File: src/rtl/uart_line_status.sv
// uart_line_status: UART Line Status Register tracker.
// Keeps sticky RX error bits, a per-character {pe,fe,bi} shadow FIFO that
// follows the RX data FIFO, and the status lines for the interrupt generator.
module uart_line_status #(
  parameter int FIFO_DEPTH = 16,
  parameter int CNT_W      = $clog2(FIFO_DEPTH) + 1
) (
  input  logic             clk,
  input  logic             rst,
  input  logic             rx_push,
  input  logic             rx_pe,
  input  logic             rx_fe,
  input  logic             rx_bi,
  input  logic             rx_pop,
  input  logic [CNT_W-1:0] rx_count,
  input  logic [CNT_W-1:0] tx_count,
  input  logic             tx_shift_empty,
  input  logic             lsr_rd,
  input  logic             fifo_en,
  input  logic [1:0]       rx_trig,
  input  logic             rx_fifo_clr,
  output logic [7:0]       lsr,
  output logic             dr,
  output logic             thre,
  output logic             pe,
  output logic             fe,
  output logic             bi,
  output logic             below_level
);

  localparam int PTR_W = (FIFO_DEPTH > 1) ? $clog2(FIFO_DEPTH) : 1;
  localparam logic [PTR_W-1:0] PTR_LAST = PTR_W'(FIFO_DEPTH - 1);

  // Shadow flag FIFO state, entry layout {pe,fe,bi}
  logic [2:0]       flag_mem_q [FIFO_DEPTH];
  logic [2:0]       flag_mem_d [FIFO_DEPTH];
  logic [PTR_W-1:0] wr_ptr_q, wr_ptr_d;
  logic [PTR_W-1:0] rd_ptr_q, rd_ptr_d;
  logic [CNT_W-1:0] fcnt_q, fcnt_d;
  logic [CNT_W-1:0] err_cnt_q, err_cnt_d;

  // Sticky LSR bits
  logic oe_q, oe_d;
  logic pe_q, pe_d;
  logic fe_q, fe_d;
  logic bi_q, bi_d;

  logic [CNT_W-1:0] eff_depth;
  logic [CNT_W-1:0] trig_lvl;
  logic             room;
  logic             push_ok;
  logic             overrun;
  logic             head_valid;
  logic [2:0]       head_flags;
  logic             pop_ok;
  logic             zero_head;
  logic [2:0]       new_flags;
  logic             temt;

  // Push/pop qualification and head-of-FIFO view
  always_comb begin
    eff_depth  = fifo_en ? CNT_W'(FIFO_DEPTH) : CNT_W'(1);
    room       = rx_count < eff_depth;
    push_ok    = rx_push & (room | rx_pop);
    overrun    = rx_push & ~room & ~rx_pop;
    head_valid = fcnt_q != '0;
    head_flags = flag_mem_q[rd_ptr_q];
    pop_ok     = rx_pop & head_valid;
    // A popped head is discarded, so only zero it when it stays at the head
    zero_head  = lsr_rd & head_valid & ~rx_pop;
    new_flags  = {rx_pe, rx_fe, rx_bi};
  end

  // Flag FIFO next state; a FIFO clear overrides same-cycle push/pop
  always_comb begin
    flag_mem_d = flag_mem_q;
    wr_ptr_d   = wr_ptr_q;
    rd_ptr_d   = rd_ptr_q;
    fcnt_d     = fcnt_q;
    err_cnt_d  = err_cnt_q;
    if (rx_fifo_clr) begin
      wr_ptr_d  = '0;
      rd_ptr_d  = '0;
      fcnt_d    = '0;
      err_cnt_d = '0;
    end else begin
      if (zero_head) flag_mem_d[rd_ptr_q] = 3'b000;
      if (pop_ok) rd_ptr_d = (rd_ptr_q == PTR_LAST) ? '0 : rd_ptr_q + 1'b1;
      if (push_ok) begin
        flag_mem_d[wr_ptr_q] = new_flags;
        wr_ptr_d = (wr_ptr_q == PTR_LAST) ? '0 : wr_ptr_q + 1'b1;
      end
      fcnt_d    = fcnt_q + CNT_W'(push_ok) - CNT_W'(pop_ok);
      // Errored entries leave the count either by popping or by being zeroed
      err_cnt_d = err_cnt_q + CNT_W'(push_ok & (|new_flags))
                            - CNT_W'((pop_ok | zero_head) & (|head_flags));
    end
  end

  // Sticky bits: a read clears them; overrun still sets during the read cycle
  always_comb begin
    oe_d = (oe_q & ~lsr_rd) | overrun;
    pe_d = ~lsr_rd & (pe_q | (head_valid & head_flags[2]));
    fe_d = ~lsr_rd & (fe_q | (head_valid & head_flags[1]));
    bi_d = ~lsr_rd & (bi_q | (head_valid & head_flags[0]));
  end

  // RX trigger level map for the below-threshold indication
  always_comb begin
    case (rx_trig)
      2'd0:    trig_lvl = CNT_W'(1);
      2'd1:    trig_lvl = CNT_W'(4);
      2'd2:    trig_lvl = CNT_W'(8);
      default: trig_lvl = CNT_W'(14);
    endcase
  end

  // Control registers with synchronous reset
  always_ff @(posedge clk) begin
    if (rst) begin
      wr_ptr_q  <= '0;
      rd_ptr_q  <= '0;
      fcnt_q    <= '0;
      err_cnt_q <= '0;
      oe_q      <= 1'b0;
      pe_q      <= 1'b0;
      fe_q      <= 1'b0;
      bi_q      <= 1'b0;
    end else begin
      wr_ptr_q  <= wr_ptr_d;
      rd_ptr_q  <= rd_ptr_d;
      fcnt_q    <= fcnt_d;
      err_cnt_q <= err_cnt_d;
      oe_q      <= oe_d;
      pe_q      <= pe_d;
      fe_q      <= fe_d;
      bi_q      <= bi_d;
    end
  end

  // Flag storage needs no reset: entries are only read while counted valid
  always_ff @(posedge clk) begin
    flag_mem_q <= flag_mem_d;
  end

  assign dr          = rx_count != '0;
  assign thre        = tx_count == '0;
  assign temt        = thre & tx_shift_empty;
  assign below_level = fifo_en & (rx_count < trig_lvl);
  assign pe          = pe_q;
  assign fe          = fe_q;
  assign bi          = bi_q;
  assign lsr         = {(err_cnt_q != '0) & fifo_en, temt, thre, bi_q, fe_q, pe_q, oe_q, dr};

endmodule

File: config.mk
export PLATFORM = sky130hd
export DESIGN_NAME = uart_line_status
export DESIGN_NICKNAME = d
export VERILOG_FILES = /design/src/rtl/uart_line_status.sv
export SDC_FILE = /design/constraint.sdc
export NUM_CORES = 1
export LEC_CHECK = 0
export BUFFER_PORTS_ARGS = -buffer_cell sky130_fd_sc_hd__buf_2
export CELL_PAD_IN_SITES_DETAIL_PLACEMENT = 1
export CELL_PAD_IN_SITES_GLOBAL_PLACEMENT = 2
export CORE_MARGIN = 8
export CORE_UTILIZATION = 43
export CTS_CLUSTER_DIAMETER = 120
export CTS_CLUSTER_SIZE = 40
export DETAILED_ROUTE_END_ITERATION = 10
export PLACE_DENSITY_LB_ADDON = 0.1
export SLEW_MARGIN = 30
export SYNTH_ARGS = -nofsm -noshare
export SYNTH_HDL_FRONTEND = slang
export SYNTH_SLANG_ARGS = --single-unit
File: constraint.sdc
create_clock -name clk -period 5.4 [get_ports clk]
set_input_delay 1.08 -clock clk [delete_from_list [all_inputs] [get_ports clk]]
set_output_delay 1.08 -clock clk [all_outputs]
set_load 0.05 [all_outputs]
==> out/metrics.csv, run 1 <==
stage,metric,value,unit
run_status,status,completed,
yosys,ys_ff_latch,70,
worst_setup_path,cp.arrival,4.21,ns
layout,num-fill-cells,1113,
power_and_ir_drop,leakage,2.118,nW
yosys,synth_edf_count,48,
yosys,yosysSeqAreaShare,0.4387,
yosys,ys_async_sr_fraction,0,
worst_setup_path,crit_chain,buf_2 > or4_4 > o21ai_2 > a21o_2 > o311ai_0 > ha_1 > inv_1 > ha_1 > fa_1 > a21oi_1 > nor2_1 > or3_1 > a21oi_1,
power_and_ir_drop,p_switching,0.0004438,W
cts,post_cts_buffers,0,
cts,cts.sinks,70,
yosys,syn_nets,450,
floorplan,fp.dieArea,13430,um2
power_and_ir_drop,swShare,0.3177,
placed_design,hpwl,8148,um
sta,grt_setup_unrepaired,no,
power_and_ir_drop,pwr-share-comb,0.226,
sta,max-slew-margin-rel,0.4178,
floorplan,die_y,115.9,um
min_path,hold_path.class,reg2reg,
drt,drc,0,
yosys,mappedNetlistArea,4289,um2
sta,final-setup-viol-count,0,
sta,fin_worst_skew,0.02481,ns
sta,slew_viol_final,0,
cts,clk_latency,0.35,ns
sta,timing.final.crit_share,0.7290,
cts,cts_tree,built,
placed_design,numPortBuffers,36,
power_and_ir_drop,pwr-share-clk,0.312,
cts,clock_path_buffers,2,
yosys,synthTopCellsByArea,"edfxtp_1 (34%), mux2i_1 (11%), dfxtp_1 (10%)",
sta,fin_setup_tns,0,ns
min_path,min_path_cells,2,
yosys,synthFlopType,edfxtp_1,
drt,drtIter0Drc,142,
placed_design,preCtsSetupSlack,1.097,ns
yosys,postSynthAreaPerCell,10.67,um2
placed_design,dp_cells,545,
layout,finalNetCount,471,
worst_setup_path,crit_slowest_cell,or4_4,
worst_setup_path,slowest_delay,0.54,ns
yosys,ys_warn_count,0,
power_and_ir_drop,pwr-share-seq,0.461,
power_and_ir_drop,power.density,298.3,nW/um2
sta,max_freq,0.2540,GHz
grt,overflow,0,
drt,post_drt_wl_per_cell,19.75,um
cts,root_buffer,clkbuf_8,
layout,final_cell_mix,"nand2_1 (54), mux2i_1 (48), edfxtp_1 (48)",
yosys,ys_types,45,
grt,grtUsageTotal,0.1739,
sta,timing.final.ws_setup,1.463,ns
layout,area_growth_syn_to_layout,9.189,%
grt,grt_max_degree,49,
drt,dr_total_vias,3126,
yosys,synth_cells,402,
floorplan,start_util,0.4408,
floorplan,fp.dieW,115.9,um
grt,grt_pass1_vias,3336,
worst_setup_path,worst_setup_path_end_kind,flip-flop,
sta,hold_violations,0,
layout,drive_above_1_share,0.1916,
floorplan,rows,36,
worst_setup_path,cp_max_fo,22,
drt,routed_wl,11080,um
grt,grt_pass1_wl,18110,um
drt,vias_per_cell,5.572,
cts,cts-hold-fix-buffers,0,
cts,numCtsBuffers,9,
layout,finalNonFillerCells,561,
worst_setup_path,critical_path_required,5.68,ns
drt,first_pass_iters,4,
yosys,synth_top_area_cell,edfxtp_1,
grt,grt_antenna_before_repair,0,
cts,htreeDepth,3,
layout,final_common_cell,nand2_1,
worst_setup_path,rr_worst_depth,14,
worst_setup_path,critPathLaunchType,primary input,
power_and_ir_drop,p_int,0.0009533,W
layout,n_antenna_cell,0,
placed_design,place.gp.congestion,0.7719,
cts,cts_resized,0,
drt,drtAntennaViolNets,0,
worst_setup_path,worstSetupPathType,in2reg,
power_and_ir_drop,ir_drop,0.0001204,V
cts,clk_pin_slew,0.08,ns
yosys,synth_top_area_share,0.3361,
flow_run,maxCapViolCount,0,
floorplan,core,9729,um2
layout,post-route-util,0.4814,
floorplan,io_pins,37,
sta,finalCriticalPeriod,3.937,ns
sta,worst_pin_slew,0.8734,ns
worst paths after layout:
path	slack, ns	startpoint	endpoint
max reg2reg	1.55	rd_ptr_q[0]	err_cnt_q[4]
min	0.54	bi	bi
max	1.46	rx_count[3]	err_cnt_q[4]
min reg2reg	0.54	bi	bi
state kept, by name, indices dropped and copies added, names as in the netlist:
signal,count
bi,1
err_cnt_q,5
fcnt_q,5
fe,1
flag_mem_q,48
oe_q,1
pe,1
rd_ptr_q,4
wr_ptr_q,4
metal layers:
metal | track usage | wire length (um)
met2 | 0.2817 | 5246
met5 | 0 | 0
met3 | 0.03179 | 339
met1 | 0.2354 | 5408
met4 | 0.03889 | 87
per-stage QoR:
stage | hold WS (ns) | area, um2 | total power, W
global placement | 0.5114 | 4487 | 0.0009639
finish | 0.5381 | 4683 | 0.001397
floorplan | 0.4996 | 4289 | 0.0008968
CTS | 0.5346 | 4683 | 0.001409
detailed placement | 0.5187 | 4487 | 0.0009754
global route | 0.5621 | 4683 | 0.001471
Yosys cell counts, types with 3 or more instances:
cell type / instances
a21oi_1: 16
a22oi_1: 3
and2_1: 6
buf_2: 5
buf_4: 8
buf_6: 3
clkbuf_1: 11
dfxtp_1: 22
edfxtp_1: 48
ha_1: 23
inv_1: 24
mux2i_1: 48
mux4_2: 12
nand2_1: 54
nand3_1: 15
nand3_2: 7
nand4_1: 13
nand4_2: 3
nor2_1: 17
nor2b_1: 5
nor3_1: 5
o21ai_0: 21
or3_1: 3
xnor2_1: 3
xor2_1: 3
power groups by stage:
stage | Sequential (W) | Combinational, W | Clock, W
5_1_grt | 0.000650 | 0.000357 | 0.000465
3_3_place_gp | 0.000655 | 0.000309 | 0
6_report | 0.000644 | 0.000316 | 0.000437
4_1_cts | 0.000645 | 0.000321 | 0.000443
2_1_floorplan | 0.000652 | 0.000245 | 0
3_5_place_dp | 0.000656 | 0.000319 | 0
final cells by class:
cell class                      instances  area [um2]  area share
Multi-Input combinational cell        280        2153      0.4598
Sequential cell                        70        1882      0.4018
Timing Repair Buffer                   38       195.2     0.04168
Tap cell                              133       166.4     0.03553
Clock buffer                            9       123.9     0.02645
Inverter                               24       90.09     0.01924
Clock inverter                          7       72.57     0.01550
critical path: cells and delay by family:
family / cells / cell delay, ns
buffers and inverters: 2 / 0.15
adder cells (fa/ha/maj): 3 / 0.94
AO/OA/AOI/OAI: 5 / 1.11
AND/OR/NAND/NOR: 3 / 0.94
cell families after synthesis:
family,Yosys count,share of synthesized area
and+or+nand+nor,135,0.1631
muxes,60,0.1750
AOI/OAI and AO/OA,54,0.07526
DFF,70,0.4387
xor gates and xnor gates,6,0.01225
buffers and inverters,52,0.05922
adders and majority gates,25,0.07643
No activity file was read; power rests on OpenSTA's default activity.
==> run 2, diff against run 1 <==
--- a/config.mk
+++ b/config.mk
@@ -9,7 +9,7 @@
 export CELL_PAD_IN_SITES_DETAIL_PLACEMENT = 1
 export CELL_PAD_IN_SITES_GLOBAL_PLACEMENT = 2
 export CORE_MARGIN = 8
-export CORE_UTILIZATION = 43
+export CORE_UTILIZATION = 36
 export CTS_CLUSTER_DIAMETER = 120
 export CTS_CLUSTER_SIZE = 40
 export DETAILED_ROUTE_END_ITERATION = 10
==> constraint.sdc (replaced) <==
create_clock -name clk -period 3.5 [get_ports clk]
set_input_delay 0.7 -clock clk [delete_from_list [all_inputs] [get_ports clk]]
set_output_delay 0.7 -clock clk [all_outputs]
set_load 0.05 [all_outputs]
==> out/metrics.csv, run 2 (synthesized netlist as in run 1, its figures left out) <==
stage,metric,value,unit,change
placed_design,hpwl,8663,um,+6.3%
cts,clock_path_buffers,2,,unchanged
drt,drc,0,,unchanged
worst_setup_path,critical_path_required,3.77,ns,-1.91 ns
worst_setup_path,critPathLaunchType,flip-flop,,
power_and_ir_drop,swShare,0.2835,,-0.03417
floorplan,rows,40,,+11%
worst_setup_path,crit_slowest_cell,mux4_2,,
grt,overflow,0,,unchanged
power_and_ir_drop,leakage,2.249,nW,+6.2%
power_and_ir_drop,pwr-share-comb,0.209,,-0.017
floorplan,core,11810,um2,+21%
drt,first_pass_iters,4,,unchanged
grt,grtUsageTotal,0.1530,,-0.02094
sta,fin_worst_skew,0.006320,ns,-0.01849 ns
power_and_ir_drop,ir_drop,0.0002707,V,+120%
layout,drive_above_1_share,0.2217,,+0.03013
sta,finalCriticalPeriod,3.307,ns,
grt,grt_antenna_before_repair,0,,unchanged
placed_design,preCtsSetupSlack,-0.006451,ns,-1.103 ns
cts,numCtsBuffers,9,,unchanged
sta,worst_pin_slew,0.7258,ns,-0.1476 ns
cts,cts-hold-fix-buffers,0,,unchanged
sta,hold_violations,0,,unchanged
floorplan,io_pins,37,,unchanged
cts,htreeDepth,3,,unchanged
min_path,hold_path.class,reg2reg,,
sta,max_freq,0.3024,GHz,
floorplan,die_y,125.2,um,+8.0%
layout,final_common_cell,nand2_1,,
flow_run,maxCapViolCount,0,,unchanged
layout,largestRegisters,"flag_mem_q (48), err_cnt_q (5), fcnt_q (5)",,
power_and_ir_drop,total_power,0.002486,W,+78%
power_and_ir_drop,p_int,0.001781,W,+87%
layout,regMostFlops,flag_mem_q,,
grt,grt_max_degree,49,,unchanged
drt,dr_total_vias,3097,,-0.93%
floorplan,fp.dieW,125.2,um,+8.0%
drt,drtAntennaViolNets,0,,unchanged
cts,clk_latency,0.34,ns,about the same
layout,largest_register_ffs,48,,unchanged
layout,area_growth_syn_to_layout,15.37,%,
sta,worst_hold_slack,0.5330,ns,-0.005188 ns
cts,cts_tree,built,,
cts,clk_pin_slew,0.06,ns,-0.02 ns
run_status,status,completed,,
layout,n_antenna_cell,0,,unchanged
sta,timing.final.crit_share,0.9449,,
worst_setup_path,worstSetupPathType,reg2reg,,
worst_setup_path,crit_family,simple AND/OR/NAND/NOR gates,,
cts,cts.sinks,70,,unchanged
layout,finalNetCount,485,,+3.0%
drt,vias_per_cell,5.258,,-5.6%
grt,grt_pass1_wl,18490,um,+2.1%
worst_setup_path,worst_setup_path_end_kind,flip-flop,,
sta,slew_viol_final,0,,unchanged
floorplan,start_util,0.3631,,-0.07771
layout,final_cell_mix,"nand2_1 (54), mux2i_1 (48), edfxtp_1 (48)",,
power_and_ir_drop,pwr-share-clk,0.391,,+0.079
placed_design,numPortBuffers,36,,unchanged
worst_setup_path,path_buf_inv,2,,unchanged
cts,root_buffer,clkbuf_16,,
drt,post_drt_wl_per_cell,19.81,um,+0.29%
sta,final-setup-viol-count,0,,unchanged
power_and_ir_drop,pwr-share-seq,0.400,,-0.061
power_and_ir_drop,p_switching,0.0007048,W,+59%
layout,finalNonFillerCells,589,,+5.0%
grt,grt_pass1_vias,3272,,-1.9%
drt,routed_wl,11670,um,+5.3%
sta,timing.final.ws_setup,0.1928,ns,-1.270 ns
sta,fin_setup_tns,0,ns,unchanged
placed_design,place.gp.congestion,0.7887,,+2.2%
power_and_ir_drop,power.density,502.4,nW/um2,+68%
worst_setup_path,cp_max_fo,9,,-59%
floorplan,fp.dieArea,15660,um2,+17%
placed_design,dp_cells,573,,+5.1%
worst_setup_path,slowest_delay,0.51,ns,-0.03 ns
sta,max-slew-margin-rel,0.5156,,+0.09785
sta,grt_setup_unrepaired,no,,
worst_setup_path,cp.arrival,3.57,ns,-0.64 ns
worst_setup_path,crit_chain,buf_12 > mux4_2 > a22oi_2 > nand3_1 > nor3_2 > nor2_1 > ha_1 > inv_1 > ha_1 > fa_2 > a21oi_1 > nor2_1 > or3_1 > a21oi_1,,
layout,num-fill-cells,1322,,+19%
drt,drtIter0Drc,155,,+9.2%
==> run 2: changes by cell type in the layout (fill, tap and decap cells not counted), sizes merged <==
cell      delta
inv          -1
clkinvlp     -2
bufinv       +1
clkbuf       +2
buf         +14
==> run 2: area by class of cell <==
class                           count  area (um2)  share of cell area
Inverter                           24       90.09             0.01820
Timing Repair Buffer               52       312.8             0.06321
Clock buffer                       11       232.7             0.04703
Clock inverter                      5       73.82             0.01492
Tap cell                          147       183.9             0.03717
Multi-Input combinational cell    280        2172              0.4389
Sequential cell                    70        1883              0.3805
==> run 2: worst paths after layout <==
kind | endpoint | slack (ns) | start | cells after the start
setup / recovery | err_cnt_q[4] | 0.19 | rd_ptr_q[0] | 14
hold / removal | pe | 0.53 | pe | 2
setup reg to reg | err_cnt_q[4] | 0.19 | rd_ptr_q[0] | 14
hold reg to reg | pe | 0.53 | pe | 2
==> run 2: per-stage QoR <==
step | instance area, um2 | util
4_1_cts | 4935 | 0.4178
3_3_place_gp | 4628 | 0.3918
5_1_grt | 4949 | 0.4190
3_5_place_dp | 4628 | 0.3918
2_1_floorplan | 4295 | -
6_report | 4949 | 0.4190
==> run 2: worst min-delay path: cells and delay by family (launching register included) <==
| kind | cells | cell delay [ns] |
|---|---|---|
| AND/OR/NAND/NOR | 1 | 0.05 |
| AO/OA/AOI/OAI | 1 | 0.12 |
| flip-flops | 1 | 0.32 |
==> run 2: per-layer routing <==
layer / global-route usage / up-vias / share of wire
li1: - / 1526 / -
met1: 0.1867 / 1536 / 0.47
met3: 0.03400 / 9 / 0.023
met5: 0 / - / 0
met2: 0.2611 / 26 / 0.50
met4: 0.05158 / 0 / 0.011
==> run 2: power by group through the flow <==
stage	logic [W]	clock network, W	registers (W)
after global placement	0.000510	0	0.00101
after global routing	0.000577	0.00103	0.00100
after CTS	0.000524	0.000994	0.000996
after detailed placement	0.000521	0	0.00101
after floorplan	0.000379	0	0.00101
final	0.000519	0.000973	0.000995
==> run 2: repair_timing <==
action                                 4_1_cts  5_1_grt
endpoints found under the hold margin        0        0
gates resized for setup                      0        4
setup buffers                                0        0
setup endpoints to repair                    0        1
==> run 3, diff against run 2 <==
--- a/config.mk
+++ b/config.mk
@@ -9,11 +9,11 @@
 export CELL_PAD_IN_SITES_DETAIL_PLACEMENT = 1
 export CELL_PAD_IN_SITES_GLOBAL_PLACEMENT = 2
 export CORE_MARGIN = 8
-export CORE_UTILIZATION = 36
+export CORE_UTILIZATION = 43
 export CTS_CLUSTER_DIAMETER = 120
 export CTS_CLUSTER_SIZE = 40
 export DETAILED_ROUTE_END_ITERATION = 10
-export PLACE_DENSITY_LB_ADDON = 0.1
+export PLACE_DENSITY_LB_ADDON = 0.3
 export SLEW_MARGIN = 30
 export SYNTH_ARGS = -nofsm -noshare
 export SYNTH_HDL_FRONTEND = slang
==> constraint.sdc (replaced) <==
create_clock -name clk -period 3.9 [get_ports clk]
set_input_delay 0.78 -clock clk [delete_from_list [all_inputs] [get_ports clk]]
set_output_delay 0.78 -clock clk [all_outputs]
set_load 0.05 [all_outputs]
==> out/metrics.csv, run 3 (synthesized netlist as in run 1, its figures left out) <==
stage,metric,value,unit,change
run_status,status,completed,,
power_and_ir_drop,p_switching,0.0005968,W,-15%
floorplan,die_y,115.9,um,-7.4%
grt,grt_max_degree,49,,unchanged
worst_setup_path,crit_chain,buf_4 > mux4_2 > a22oi_1 > nand3_1 > nor3_1 > nor2_1 > ha_1 > inv_1 > ha_1 > fa_1 > a21oi_1 > nor2_1 > or3_1 > a21oi_1,,
sta,fin_setup_tns,0,ns,unchanged
power_and_ir_drop,p_int,0.001315,W,-26%
worst_setup_path,r2r_slack,0.33,ns,+0.14 ns
worst_setup_path,worstSetupPathType,reg2reg,,
power_and_ir_drop,leakage,2.135,nW,-5.0%
layout,finalNetCount,476,,-1.9%
placed_design,place.gp.congestion,0.7836,,-0.65%
layout,final_common_cell,nand2_1,,
cts,cts.sinks,70,,unchanged
sta,max_freq,0.2804,GHz,-7.3%
worst_setup_path,cp.arrival,3.85,ns,+0.28 ns
drt,vias_per_cell,5.641,,+7.3%
placed_design,hpwl,8006,um,-7.6%
worst_setup_path,cp_max_fo,12,,+3
grt,grt_antenna_before_repair,0,,unchanged
drt,post_drt_wl_per_cell,19.59,um,-1.1%
worst_setup_path,worst_setup_path_end_kind,flip-flop,,
layout,largest_register_ffs,48,,unchanged
floorplan,rows,36,,-10%
layout,finalNonFillerCells,566,,-3.9%
layout,area_growth_syn_to_layout,9.831,%,
min_path,hold_path.startpoint,fe,,
cts,numCtsBuffers,9,,unchanged
sta,hold_violations,0,,unchanged
worst_setup_path,r2r_end,err_cnt_q[4],,
min_path,hold_end,fe,,
cts,htreeDepth,3,,unchanged
layout,regMostFlops,flag_mem_q,,
layout,n_antenna_cell,0,,unchanged
floorplan,io_pins,37,,unchanged
cts,post_cts_buffers,0,,unchanged
min_path,min_path_cells,2,,unchanged
flow_run,maxCapViolCount,0,,unchanged
placed_design,dp_cells,550,,-4.0%
worst_setup_path,rr_startpoint,rd_ptr_q[0],,
worst_setup_path,crit_slowest_cell,mux4_2,,
grt,grtUsageTotal,0.1755,,+0.02251
min_path,hold_path.class,reg2reg,,
cts,root_buffer,clkbuf_8,,
sta,grt_setup_unrepaired,no,,
placed_design,numPortBuffers,36,,unchanged
floorplan,fp.dieW,115.9,um,-7.4%
cts,cts_resized,0,,unchanged
power_and_ir_drop,pwr-share-seq,0.465,,+0.065
grt,overflow,0,,unchanged
layout,final_cell_mix,"nand2_1 (54), mux2i_1 (48), edfxtp_1 (48)",,
floorplan,core,9729,um2,-18%
worst_setup_path,rr_worst_depth,14,,unchanged
sta,finalCriticalPeriod,3.566,ns,+0.2589 ns
sta,slew_viol_final,0,,unchanged
drt,drtIter0Drc,146,,-5.8%
grt,grt_pass1_wl,18110,um,-2.0%
drt,drc,0,,unchanged
sta,worst_pin_slew,0.8779,ns,+0.1520 ns
layout,drive_above_1_share,0.1917,,-0.03003
sta,timing.final.crit_share,0.9144,,-0.03053
sta,final-setup-viol-count,0,,unchanged
drt,first_pass_iters,4,,unchanged
grt,grt_pass1_vias,3401,,+3.9%
sta,worst_hold_slack,0.5447,ns,+0.01171 ns
floorplan,start_util,0.4408,,+0.07771
power_and_ir_drop,pwr-share-comb,0.234,,+0.025
layout,num-fill-cells,1125,,-15%
drt,routed_wl,11090,um,-4.9%
worst_setup_path,crit_family,adder cells,,
cts,cts_tree,built,,
layout,largestRegisters,"flag_mem_q (48), err_cnt_q (5), fcnt_q (5)",,
floorplan,fp.dieArea,13430,um2,-14%
drt,drtAntennaViolNets,0,,unchanged
power_and_ir_drop,pwr-share-clk,0.301,,-0.090
power_and_ir_drop,power.density,405.7,nW/um2,-19%
sta,fin_worst_skew,0.01165,ns,+0.005334 ns
worst_setup_path,critical_path_required,4.19,ns,+0.42 ns
power_and_ir_drop,swShare,0.3123,,+0.02876
worst_setup_path,path_buf_inv,2,,unchanged
worst_setup_path,slowest_delay,0.55,ns,+0.04 ns
cts,clk_latency,0.36,ns,+0.02 ns
drt,dr_total_vias,3193,,+3.1%
sta,max-slew-margin-rel,0.4148,,-0.1008
cts,clock_path_buffers,2,,unchanged
power_and_ir_drop,ir_drop,0.0001444,V,-47%
cts,cts-hold-fix-buffers,0,,unchanged
cts,clk_pin_slew,0.07,ns,about the same
worst_setup_path,critPathLaunchType,flip-flop,,
## run 3: cell count changes in the layout (fill, tap and decap cells not counted), sizes merged
| cell | before | now |
|---|---|---|
| clkbuf | 11 | 10 |
| clkinv | 4 | 5 |
| buf | 52 | 43 |
| clkinvlp | 0 | 1 |
| bufinv | 2 | 1 |
## run 3: cell type report
class,count,area (um2),area share
inverters,24,90.09,0.01912
repair buffers,43,232.7,0.04940
multi-input cells,280,2160,0.4584
clock inverters,6,52.55,0.01116
well taps,133,166.4,0.03533
clock buffers,10,127.6,0.02709
flip-flops and latches,70,1882,0.3995
## run 3: worst min-delay path: stages (launching register included)
cell and delay (ns):
dfxtp_1 0.33, a21oi_1 0.12, nor3_1 0.05
## run 3: how the worst max path moves through the flow
stage,startpoint,endpoint,slack (ns),cells after the start
floorplan,rx_count[3],err_cnt_q[4],0.39,13
global placement,rx_count[3],err_cnt_q[4],0.37,13
finish,rd_ptr_q[0],err_cnt_q[4],0.33,14
CTS,rd_ptr_q[0],err_cnt_q[4],0.32,14
global route,rd_ptr_q[0],err_cnt_q[4],0.13,14
detailed placement,rx_count[3],err_cnt_q[4],0.28,13
## run 3: per-layer routing
layer	wire length [um]	GRT usage
met4	131	0.06309
met3	519	0.02658
met1	5156	0.2295
met2	5282	0.2875
met5	0	0
## run 3: power by group through the flow
stage                     registers [W]  logic (W)  clock network, W
after detailed placement       0.000906   0.000449                 0
final                          0.000889   0.000447          0.000575
after floorplan                0.000903   0.000340                 0
after global routing           0.000896   0.000500          0.000606
after CTS                      0.000890   0.000453          0.000581
after global placement         0.000904   0.000434                 0
## run 3: per-stage QoR
| stage | setup slack, ns | util | total power (W) | instance area [um2] |
|---|---|---|---|---|
| after floorplan | 0.3894 | - | 0.001243 | 4295 |
| after global placement | 0.3724 | 0.4657 | 0.001337 | 4531 |
| after detailed placement | 0.2799 | 0.4657 | 0.001355 | 4531 |
| after CTS | 0.3168 | 0.4842 | 0.001924 | 4711 |
| after global routing | 0.1346 | 0.4842 | 0.002002 | 4711 |
| final | 0.3340 | 0.4842 | 0.001911 | 4711 |
